<file path="src/rtl/arith_pkg.sv">
// Shared arithmetic definitions: serial-adder FSM encoding and default width.
package arith_pkg;

  localparam int unsigned DEF_WIDTH = 8;
  localparam int unsigned STATE_W   = 2;

  typedef logic [STATE_W-1:0] state_t;

  localparam state_t IDLE = 2'd0;
  localparam state_t RUN  = 2'd1;
  localparam state_t DONE = 2'd2;

endpackage : arith_pkg

</file>
<file path="src/rtl/fulladder.sv">
// Single-bit full-adder cell used as the bit-slice of the serial adder.
module fulladder (
  input  logic a,
  input  logic b,
  input  logic cin,
  output logic s,
  output logic cout
);

  always_comb begin
    s    = a ^ b ^ cin;
    cout = (a & b) | (a & cin) | (b & cin);
  end

endmodule : fulladder

</file>
<file path="src/rtl/serial_adder.sv">
// Bit-serial adder: one full-adder cell plus a carry flop, LSB first,
// with a start/done handshake and results held until the next accepted start.
module serial_adder
  import arith_pkg::*;
#(
  parameter int unsigned WIDTH = DEF_WIDTH
) (
  input  logic             clk,
  input  logic             rst_n,
  input  logic             start,
  input  logic [WIDTH-1:0] a,
  input  logic [WIDTH-1:0] b,
  input  logic             cin,
  output logic             busy,
  output logic             done,
  output logic [WIDTH-1:0] sum,
  output logic             cout,
  output logic             ovf
);

  localparam int unsigned CNT_W = $clog2(WIDTH);
  localparam logic [CNT_W-1:0] LAST_IDX = CNT_W'(WIDTH - 1);

  state_t             state_q, state_d;
  logic [WIDTH-1:0]   a_q, a_d;
  logic [WIDTH-1:0]   b_q, b_d;
  logic [WIDTH-1:0]   sum_q, sum_d;
  logic [CNT_W-1:0]   cnt_q, cnt_d;
  logic               carry_q, carry_d;
  logic               cout_q, cout_d;
  logic               ovf_q, ovf_d;
  logic               busy_q, busy_d;
  logic               done_q, done_d;

  logic               fa_s;
  logic               fa_cout;

  fulladder u_fa (
    .a    (a_q[0]),
    .b    (b_q[0]),
    .cin  (carry_q),
    .s    (fa_s),
    .cout (fa_cout)
  );

  // Next-state and datapath update; busy/done are registered from the next state.
  always_comb begin
    state_d = state_q;
    a_d     = a_q;
    b_d     = b_q;
    sum_d   = sum_q;
    cnt_d   = cnt_q;
    carry_d = carry_q;
    cout_d  = cout_q;
    ovf_d   = ovf_q;

    case (state_q)
      IDLE: begin
        if (start) begin
          a_d     = a;
          b_d     = b;
          carry_d = cin;
          cnt_d   = '0;
          sum_d   = '0;
          cout_d  = 1'b0;
          ovf_d   = 1'b0;
          state_d = RUN;
        end
      end
      RUN: begin
        a_d     = a_q >> 1;
        b_d     = b_q >> 1;
        sum_d   = {fa_s, sum_q[WIDTH-1:1]};
        carry_d = fa_cout;
        cnt_d   = cnt_q + CNT_W'(1);
        // Last bit: carry_q is the carry into the MSB.
        if (cnt_q == LAST_IDX) begin
          cout_d  = fa_cout;
          ovf_d   = carry_q ^ fa_cout;
          state_d = DONE;
        end
      end
      DONE: begin
        state_d = IDLE;
      end
      default: begin
        state_d = IDLE;
      end
    endcase

    busy_d = (state_d != IDLE);
    done_d = (state_d == DONE);
  end

  always_ff @(posedge clk) begin
    if (!rst_n) begin
      state_q <= IDLE;
      a_q     <= '0;
      b_q     <= '0;
      sum_q   <= '0;
      cnt_q   <= '0;
      carry_q <= 1'b0;
      cout_q  <= 1'b0;
      ovf_q   <= 1'b0;
      busy_q  <= 1'b0;
      done_q  <= 1'b0;
    end else begin
      state_q <= state_d;
      a_q     <= a_d;
      b_q     <= b_d;
      sum_q   <= sum_d;
      cnt_q   <= cnt_d;
      carry_q <= carry_d;
      cout_q  <= cout_d;
      ovf_q   <= ovf_d;
      busy_q  <= busy_d;
      done_q  <= done_d;
    end
  end

  assign busy = busy_q;
  assign done = done_q;
  assign sum  = sum_q;
  assign cout = cout_q;
  assign ovf  = ovf_q;

endmodule : serial_adder

</file>
<file path="config.mk">
export PLATFORM = sky130hd
export DESIGN_NAME = serial_adder
export DESIGN_NICKNAME = d
export VERILOG_FILES = /design/src/rtl/arith_pkg.sv /design/src/rtl/fulladder.sv /design/src/rtl/serial_adder.sv
export SDC_FILE = /design/constraint.sdc
export NUM_CORES = 1
export LEC_CHECK = 0
export ABC_AREA = 1
export CORE_AREA = 2 2 62 64
export CTS_BUF_LIST = sky130_fd_sc_hd__clkbuf_8
export DETAILED_ROUTE_END_ITERATION = 16
export DIE_AREA = 0 0 64 66
export GPL_TIMING_DRIVEN = 1
export HOLD_SLACK_MARGIN = 0.06
export PLACE_DENSITY = 0.74
export SKIP_LAST_GASP = 1
export SLEW_MARGIN = 20
export SYNTH_ARGS = -nofsm -noshare
export SYNTH_HDL_FRONTEND = slang
export SYNTH_HIERARCHICAL = 1
export SYNTH_SLANG_ARGS = --single-unit
</file>
<file path="constraint.sdc">
create_clock -name clk -period 1.2 [get_ports clk]
set_input_delay 0.24 -clock clk [delete_from_list [all_inputs] [get_ports clk]]
set_output_delay 0.24 -clock clk [all_outputs]
set_load 0.005 [all_outputs]
</file>
Yosys cells after proc, flatten, opt, wreduce, memory -nomap -nowiden --
Index checks and enable logic that the tools add are counted.
Word-level totals: register bits 34, input bits 20, logic and storage cells 47, output and inout bits 12
Operators by class: $add $sub $neg 1, bitwise operators 8, muxes and demuxes 18, reduce and logical (&&, ||, !) cells 5, equality and inequality tests 5
Operators with widths (count):
- $pmux W8 S2 | 3
- $mux W8 | 3
- $pmux W1 S2 | 3
- $pmux W3 S2 | 1
- $mux W1 | 4
- $mux W2 | 2
- $ne A2 B2 Y1 const B | 2
- $pmux W2 S2 | 1
- $reduce_bool A2 Y1 | 2
- $add A3 B1 Y3 const B | 1
- $and A1 B1 Y1 | 3
- $eq A3 B3 Y1 const B | 1
- $mux W3 | 1
- $reduce_and A3 Y1 | 1
- $xor A1 B1 Y1 | 3
- $eq A2 B1 Y1 const B | 1
- $eq A2 B2 Y1 const B | 1
- $logic_not A2 Y1 | 1
- $or A1 B1 Y1 | 2
- $reduce_and A2 Y1 | 1

Logic depth before layout (Yosys ltp) --
Gate-level depths: netlist of run 1.
word-level depth 6, gate-level depth with buffers 8, depth with buffers taken out 8

Cells and area by module --
The synthesis of run 1 kept the hierarchy.
By module, submodules not included:
- serial_adder | instances 1, area each 1565.3 um^2, cells each 196, seq. area each 680.7 um^2
- fulladder | instances 1, area each 20.0 um^2, cells each 1, seq. area each 0.0 um^2

Least setup slack after synthesis of run 1 --
Ideal clock, no wire load.
path type register to register, start register a_q[0], end register ovf_q, in the netlist ovf, period minus slack after synthesis 1.175 ns, data required time 1.087 ns, cell stages (with the launch flop) 8, buffers on the path 0, arrival time 1.063 ns, library setup time 0.113 ns, path slack 0.025 ns, path through dfxtp_1 > fa_1 > inv_1 > nand2_1 > nand2_1 > nor2_1 > nor2_1 > nor2_1
On the way: word-level cells in the longest chain between the ends 6
RTL lines:
- start: declaration | RTL line serial_adder.sv:25 | logic [WIDTH-1:0] a_q, a_d;
- start signal: assignment | RTL line serial_adder.sv:98 | a_q <= '0;
- start signal: assignment | RTL line serial_adder.sv:109 | a_q <= a_d;
- $and A1 B1 Y1 | RTL line fulladder.sv:12 | cout = (a & b) | (a & cin) | (b & cin);
- $or A1 B1 Y1 (*) (2 in a row) | RTL line fulladder.sv:12
- via fa_cout | RTL line serial_adder.sv:36 | logic fa_cout;
- $xor A1 B1 Y1 (*) | RTL line serial_adder.sv:79 | ovf_d = carry_q ^ fa_cout;
- $mux W1 (*) | RTL line serial_adder.sv:77 | if (cnt_q == LAST_IDX) begin
- $pmux W1 S2 (*) | RTL line serial_adder.sv:57 | case (state_q)
- end signal: assignment | RTL line serial_adder.sv:115 | ovf_q <= ovf_d;
- end: declaration | RTL line serial_adder.sv:31 | logic ovf_q, ovf_d;
Mark *: on every way through the listed nets, which the timed path passes. The rest lies on a longest branch. The select of a mux whose other input is x is not followed. A chain may end at the register's enable or synchronous reset.

Worst setup path after layout of run 1 --
start register carry_q, end register ovf_q, in the netlist ovf
On the way: word-level cells in the longest chain between the ends 6
RTL lines:
- start: declaration | RTL line serial_adder.sv:29 | logic carry_q, carry_d;
- start signal: assignment | RTL line serial_adder.sv:113 | carry_q <= carry_d;
- $and A1 B1 Y1 | RTL line fulladder.sv:12
- $or A1 B1 Y1 | RTL line fulladder.sv:12
- $or A1 B1 Y1 (*) | RTL line fulladder.sv:12
- via fa_cout | RTL line serial_adder.sv:36
- $xor A1 B1 Y1 (*) | RTL line serial_adder.sv:79
- $mux W1 (*) | RTL line serial_adder.sv:77
- $pmux W1 S2 (*) | RTL line serial_adder.sv:57
Marked as above.

==> results.md, run 1 <==
* Synth warn at 6
* Starting Density at 0.446
* Final hold vios at 0
* Register area share after synthesis at 0.429
* CTS tree: built
* Routed via count at ~1,500
* Pre-antenna DRT Iters at 4
* Overflow after GRT at 0
* IO Pins at 32
* RSZ-0062 raised after global routing: yes
* Cell area after synthesis at between 1500 and 2000 um^2
* Final #Nets at ~280
* Hpwl dp at about 2300 um
* Slew @ Worst Pin at approximately 230 ps
* Leakage at about 1.0 nW
* Hold crit path type: flop to flop
* Post-synth EDFFs at 0
* Total Power at around 2.5 mW
* Vias in the first global route at approximately 1,300
* Clk slew on worst S/H paths at 70 ps
* Clk sinks at 34
* DR DRC count at 0
* Syn Nets at between 200 and 250
* Clock buffer depth at 2
* Share of cells above drive strength 1 at 0.311
* Gpl congestion at approximately 0.84
* CTS H-Tree Depth at 2
* Async SR Flop Fraction at 0
* Endpoints failing setup at 0
* Row count at 22
* Via-per-instance ratio at roughly 5
* Commonest non-fill, non-tap cell in the layout: nand2_1
* Final min period at 1190 ps
* Layout area overhead at 47.9%
* Overall Global Routing Usage at 0.174
* Setup Crit Path Kind: flop to flop
* First DRT Iteration DRCs at between 40 and 50
* Cells after Synth at between 150 and 200
* Initial antenna violation count at 0
* WHS at about 460 ps
* Die Wd at ~64 um
* Crit end category: flop
* Skew final at about 3.7 ps
* Core Box Area at approximately 3600 um^2
* Status: finished, final reports clean
* DRT antenna net count at 0
* Largest net degree at the start of global routing at 34
* Setup TNS at 0 ps
* Post-Syn Area per Cell at 8.05 um^2
* Total wire length at between 3000 and 4000 um
* Most frequent cells in the layout: nand2_1, nor2_1, dfxtp_1
* Critical Path AT at 1380 ps
* Final period util at 0.994
* Max-cap check violation count at 0
* Cell Pwr Density at approximately 1100 nW/um^2
* First-pass GRT wire length at ~5700 um
* Netlist cell types at 25
* WHS Path Cells at 2
* Headroom to the max-slew limit at 0.847
* Max Fanout on Critical Path at 4
* ANT cells at 0
* CTS Buf Count at 5
* Fmax at between 0.8 and 0.9 GHz
* WP data required at ~1400 ps
* Die Y at 66 um
* Slew Limit Fails at 0
* Seq cells post-synth at 34
* FF-to-FF path depth at 7
* Clock latency on the worst-skew pair at 280 ps
* Clk Tree Root Cell: clkbuf_8
* Worst vdd ir at between 0.7 and 0.8 mV
* Type of origin of the critical path: flop
* PortBufs at 31
* Die area at between 4000 and 5000 um^2
* Top_reg_cell synth: dfxtp_1
* Wire length per cell at between 10 and 15 um
[cell usage after synthesis (2+ instances only)]
cell      number  area [um^2]
buf_6          2         22.5
nand2_8        3         60.1
nand3_1       13         65.1
buf_2          4         20.0
nor4_1         2         12.5
nor2_1        23         86.3
dfxtp_1       34          681
o21a_1         9         67.6
a21oi_1        8         40.0
inv_1         12         45.0
nand2_2        9         56.3
o21ai_0       12         60.1
nand2_1       44          165
ha_1           2         25.0
a21oi_2        9         78.8
nand3b_1       2         15.0
[where the power goes]
part	total [mW]	switching, mW	internal, mW	leakage [nW]
logic	0.457	0.216	0.241	0.685
clock network	0.864	0.410	0.454	0.0524
registers	1.22	0.0330	1.19	0.285
[logic make-up (layout without fill, tap and decap cells)]
group,after synthesis,in the layout,synth area share
adder cells (fa/ha/maj),3,3,0.0284
flip-flops,34,34,0.429
AND/OR/NAND/NOR,97,97,0.298
AO/OA/AOI/OAI,38,38,0.155
buffers and inverters,25,82,0.0892
[stage by stage]
stage	utilization	instances	area [um^2]	setup slack [ps]
5_1_grt	0.660	302	2340	-82.9
3_3_place_gp	0.561	280	1990	-239
4_1_cts	0.600	293	2130	-152
6_report	0.660	302	2340	6.78
3_5_place_dp	0.561	280	1990	-273
2_1_floorplan	-	197	1590	24.7
[timing repair]
action,4_1_cts,5_1_grt
gates resized for setup,24,19
buffers inserted,5,5
pin swaps,0,8
cloned,0,4
hold buffers,0,0
endpoints found under the setup margin,15,22
[path summary, 6_finish.rpt]
path,from,end,slack [ps]
setup reg to reg,carry_q,ovf,7
hold reg to reg,cout,cout,460
hold / removal,cout,cout,460
setup / recovery,carry_q,ovf,7
[state kept, by name, summed over array words and instances, names as in the netlist]
signal and flops:
a_q 8, b_q 8, busy 1, carry_q 1, cnt_q 3, cout 1
done 1, ovf 1, state_q 2, sum 8
[worst max-delay path, cell delays in order (launching register included)]
cell and delay (ps):
dfxtp_2 340, fa_2 430, inv_1 70, nand2_1 40, nand2_1 50, nor2_1 40, nor2_1 100, nor2_1 40
[per-layer routing]
layer | wire, um | track usage | vias to the layer above
li1 | - | - | 749
met1 | 1740 | 0.225 | 683
met2 | 1810 | 0.270 | 31
met3 | 157 | 0.0511 | 5
met4 | 54 | 0.0734 | 0
met5 | 0 | 0 | -
[layout make-up]
cell class,count,area (um^2)
fillers,288,1210
multi-input cells,138,805
flip-flops and latches,34,701
repair buffers,58,606
clock buffers,6,82.6
inverters,16,82.6
well taps,48,60.1
clock inverters,2,8.76
No activity file was read; power rests on OpenSTA's default activity.
==> run 2: changes to the inputs <==
CAP_MARGIN = 20   (was not set)
CTS_CLUSTER_DIAMETER = 100   (was not set)
==> results of run 2 <==
The final DEF is identical to that of run 1; final timing and power are the same.
==> run 3: changes to the inputs <==
CORE_AREA = 2 2 60 62   (was 2 2 62 64)
DIE_AREA = 0 0 62 64   (was 0 0 64 66)
PLACE_DENSITY = 0.75   (was 0.74)
SYNTH_HIERARCHICAL = not set   (was 1)
==> run 3 against run 2 <==
Effect of this change:
- sequential power about the same
- synthesized cell count up 13%
- die area fell by 6.1%
- sequential share of layout area increased by 1.6 points
- core utilization increased by 0.86 points
- total power is 1.1% higher
- combinational power rose by 5.0%
- via count down 0.75%
- clock skew grew 1.2 ps
- register-to-register slack barely moved
- cell count grew 5.3%
- largest cell class unchanged
==> results.md, run 3 <==
* IO Pins at 32 (unchanged)
* Die area at 3970 um^2 (was 4220 um^2)
* Slew Limit Fails at 0 (unchanged)
* Cell Pwr Density at 1170 nW/um^2 (was 1080 nW/um^2)
* Top-area cell type share of the netlist area at 0.453 (was 0.429)
* Synth top cells by count: nand2_1, nor2_1, dfxtp_1 (was nand2_1, dfxtp_1, nor2_1)
* Count leader, synth: nand2_1 (unchanged)
* Wire length per cell at 11.6 um (was 12.5 um)
* Share of cells above drive strength 1 at 0.180 (was 0.311)
* Overflow after GRT at 0 (unchanged)
* Setup Crit Path Kind: flop to flop (unchanged)
* Clk Tree Root Cell: clkbuf_8 (unchanged)
* Die Y at 64 um (was 66 um)
* Routed via count at 1,457 (was 1,468)
* Hold crit path type: flop to flop (unchanged)
* Hpwl dp at 2060 um (was 2280 um)
* Headroom to the max-slew limit at 0.864 (was 0.847)
* Final #Nets at 294 (was 276)
* Vias in the first global route at 1,284 (was 1,262)
* FF-to-FF path depth at 6 (was 7)
* Total Power at 2.57 mW (was 2.54 mW)
* Status: finished, final reports clean (unchanged)
* WP data required at 1430 ps (was 1390 ps)
* Commonest non-fill, non-tap cell in the layout: nand2_1 (unchanged)
* Final period util at 0.988 (was 0.994)
* Synth area leaders: dfxtp_1, nand2_1, nor2_1 (unchanged)
* CTS H-Tree Depth at 2 (unchanged)
* Die Wd at 62 um (was 64 um)
* Clk slew on worst S/H paths at 70 ps (about the same)
* Register area share after synthesis at 0.453 (was 0.429)
* Synth warn at 0 (was 6)
* Post-synth EDFFs at 0 (unchanged)
* Crit end category: flop (unchanged)
* Critical Path AT at 1420 ps (was 1380 ps)
* Final hold vios at 0 (unchanged)
* Max-cap check violation count at 0 (unchanged)
* Clk sinks at 34 (unchanged)
* Filler cells at 283 (was 288)
* CTS Buf Count at 5 (unchanged)
* Post-CTS Hold Buffers at 0 (unchanged)
* ANT cells at 0 (unchanged)
* Seq cells post-synth at 34 (unchanged)
* DRT antenna net count at 0 (unchanged)
* Netlist cell types at 21 (was 25)
* Most frequent cells in the layout: nand2_1, nor2_1, dfxtp_1 (unchanged)
* Row count at 21 (was 22)
* First DRT Iteration DRCs at 76 (was 41)
* Largest net degree at the start of global routing at 44 (was 34)
* Initial antenna violation count at 0 (unchanged)
* Clock latency on the worst-skew pair at 290 ps (was 280 ps)
* Worst vdd ir at 0.704 mV (was 0.732 mV)
* First-pass GRT wire length at 5220 um (was 5660 um)
* Post-Place Cell Area at 1950 um^2 (was 1990 um^2)
* Final min period at 1190 ps (about the same)
* Total wire length at 3690 um (was 3760 um)
* Syn Nets at 246 (was 220)
* DR DRC count at 0 (unchanged)
* Pre-CTS setup slack at -217 ps (was -273 ps)
* Endpoints failing setup at 0 (unchanged)
* Fmax at 0.844 GHz (was 0.838 GHz)
* Core Box Area at 3280 um^2 (was 3550 um^2)
* Slew @ Worst Pin at 204 ps (was 229 ps)
* Gpl congestion at 0.734 (was 0.844)
* RSZ-0062 raised after global routing: yes (unchanged)
* PortBufs at 31 (unchanged)
* CTS tree: built (unchanged)
* Fin area at 2200 um^2 (was 2340 um^2)
* Cell taking the most area after synthesis: dfxtp_1 (unchanged)
* Post-Syn Area per Cell at 6.73 um^2 (was 8.05 um^2)
* Pre-antenna DRT Iters at 4 (unchanged)
* Top_reg_cell synth: dfxtp_1 (unchanged)
* WHS Path Cells at 2 (unchanged)
* Overall Global Routing Usage at 0.173 (was 0.174)
* Cells after Synth at 223 (was 197)
* Layout area overhead at 46.3% (was 47.9%)
* Via-per-instance ratio at 4.58 (was 4.86)
* Setup WS post-layout at 14.6 ps (was 6.78 ps)
* Starting Density at 0.457 (was 0.446)
* Async SR Flop Fraction at 0 (unchanged)
* Type of origin of the critical path: flop (unchanged)
* Skew final at 4.85 ps (was 3.70 ps)
* Leakage at 1.05 nW (was 1.02 nW)
* Cell area after synthesis at 1500 um^2 (was 1590 um^2)
* Clock buffer depth at 2 (unchanged)
* Max Fanout on Critical Path at 4 (unchanged)
run 3: cell count changes after synthesis, moves of 2 or more:
cell | previous run | this run
nand2_1 | 44 | 81
nor2_1 | 23 | 38
nand3_1 | 13 | 3
a21oi_2 | 9 | 0
o21a_1 | 9 | 0
inv_1 | 12 | 20
nand2_2 | 9 | 1
a21oi_1 | 8 | 13
nand2_8 | 3 | 0
and2_1 | 0 | 2
buf_2 | 4 | 6
nor4_1 | 2 | 0
run 3: cell type report:
type                            count  area [um^2]  area share
Clock inverter                      2         8.76     0.00399
Inverter                           22         82.6      0.0376
Tap cell                           46         57.6      0.0262
Sequential cell                    34          692       0.315
Timing Repair Buffer               51          559       0.255
Clock buffer                        6         82.6      0.0376
Multi-Input combinational cell    157          714       0.325
run 3: what timing repair did:
item | in CTS | in global routing
buffers inserted | 0 | 2
pin swaps | 1 | 6
resized for setup | 20 | 11
gates cloned | 0 | 5
hold endpoints to repair | 0 | 0
endpoints found under the setup margin | 16 | 29
run 3: final timing paths:
kind                               start  endpoint  slack (ps)
worst min-delay path              sum[0]    sum[0]         460
worst min register to register    sum[0]    sum[0]         460
worst max register to register  cnt_q[0]      cout          10
worst max-delay path            cnt_q[0]      cout          10
run 3: where the power goes:
group          internal (mW)  total [mW]  switching [mW]
Sequential              1.19        1.22          0.0291
Clock                  0.454       0.869           0.415
Combinational          0.248       0.480           0.232
Total                   1.89        2.57           0.676
run 3: metrics by stage:
step	TNS [ps]	hold WS [ps]	instances	util
floorplan	0	383	223	-
global placement	-5060	448	303	0.593
detailed placement	-5420	457	303	0.593
CTS	-171	466	311	0.622
global route	-264	485	318	0.669
finish	0	461	318	0.669
run 3: worst max-delay path, stage by stage, from the launching register on:
cell     delay [ps]
dfxtp_2         340
ha_1            200
ha_2            190
nand3_2          90
nand2_1          70
and2_1          140
nor2_1           90
run 3: per-layer routing:
layer / up-vias / GRT usage / wire (um)
met2: 36 / 0.299 / 1800
met5: - / 0 / 0
met1: 643 / 0.191 / 1630
li1: 771 / - / -
met4: 0 / 0.0691 / 66
met3: 7 / 0.0486 / 201
run 3: cells by family (layout without fill, tap and decap cells):
group | Yosys count | in the layout | synth area share
flip-flops | 34 | 34 | 0.453
AND/OR/NAND/NOR | 128 | 128 | 0.334
AO/OA/AOI/OAI | 26 | 26 | 0.0892
buffers and inverters | 32 | 81 | 0.0933
adder cells (fa/ha/maj) | 3 | 3 | 0.0300
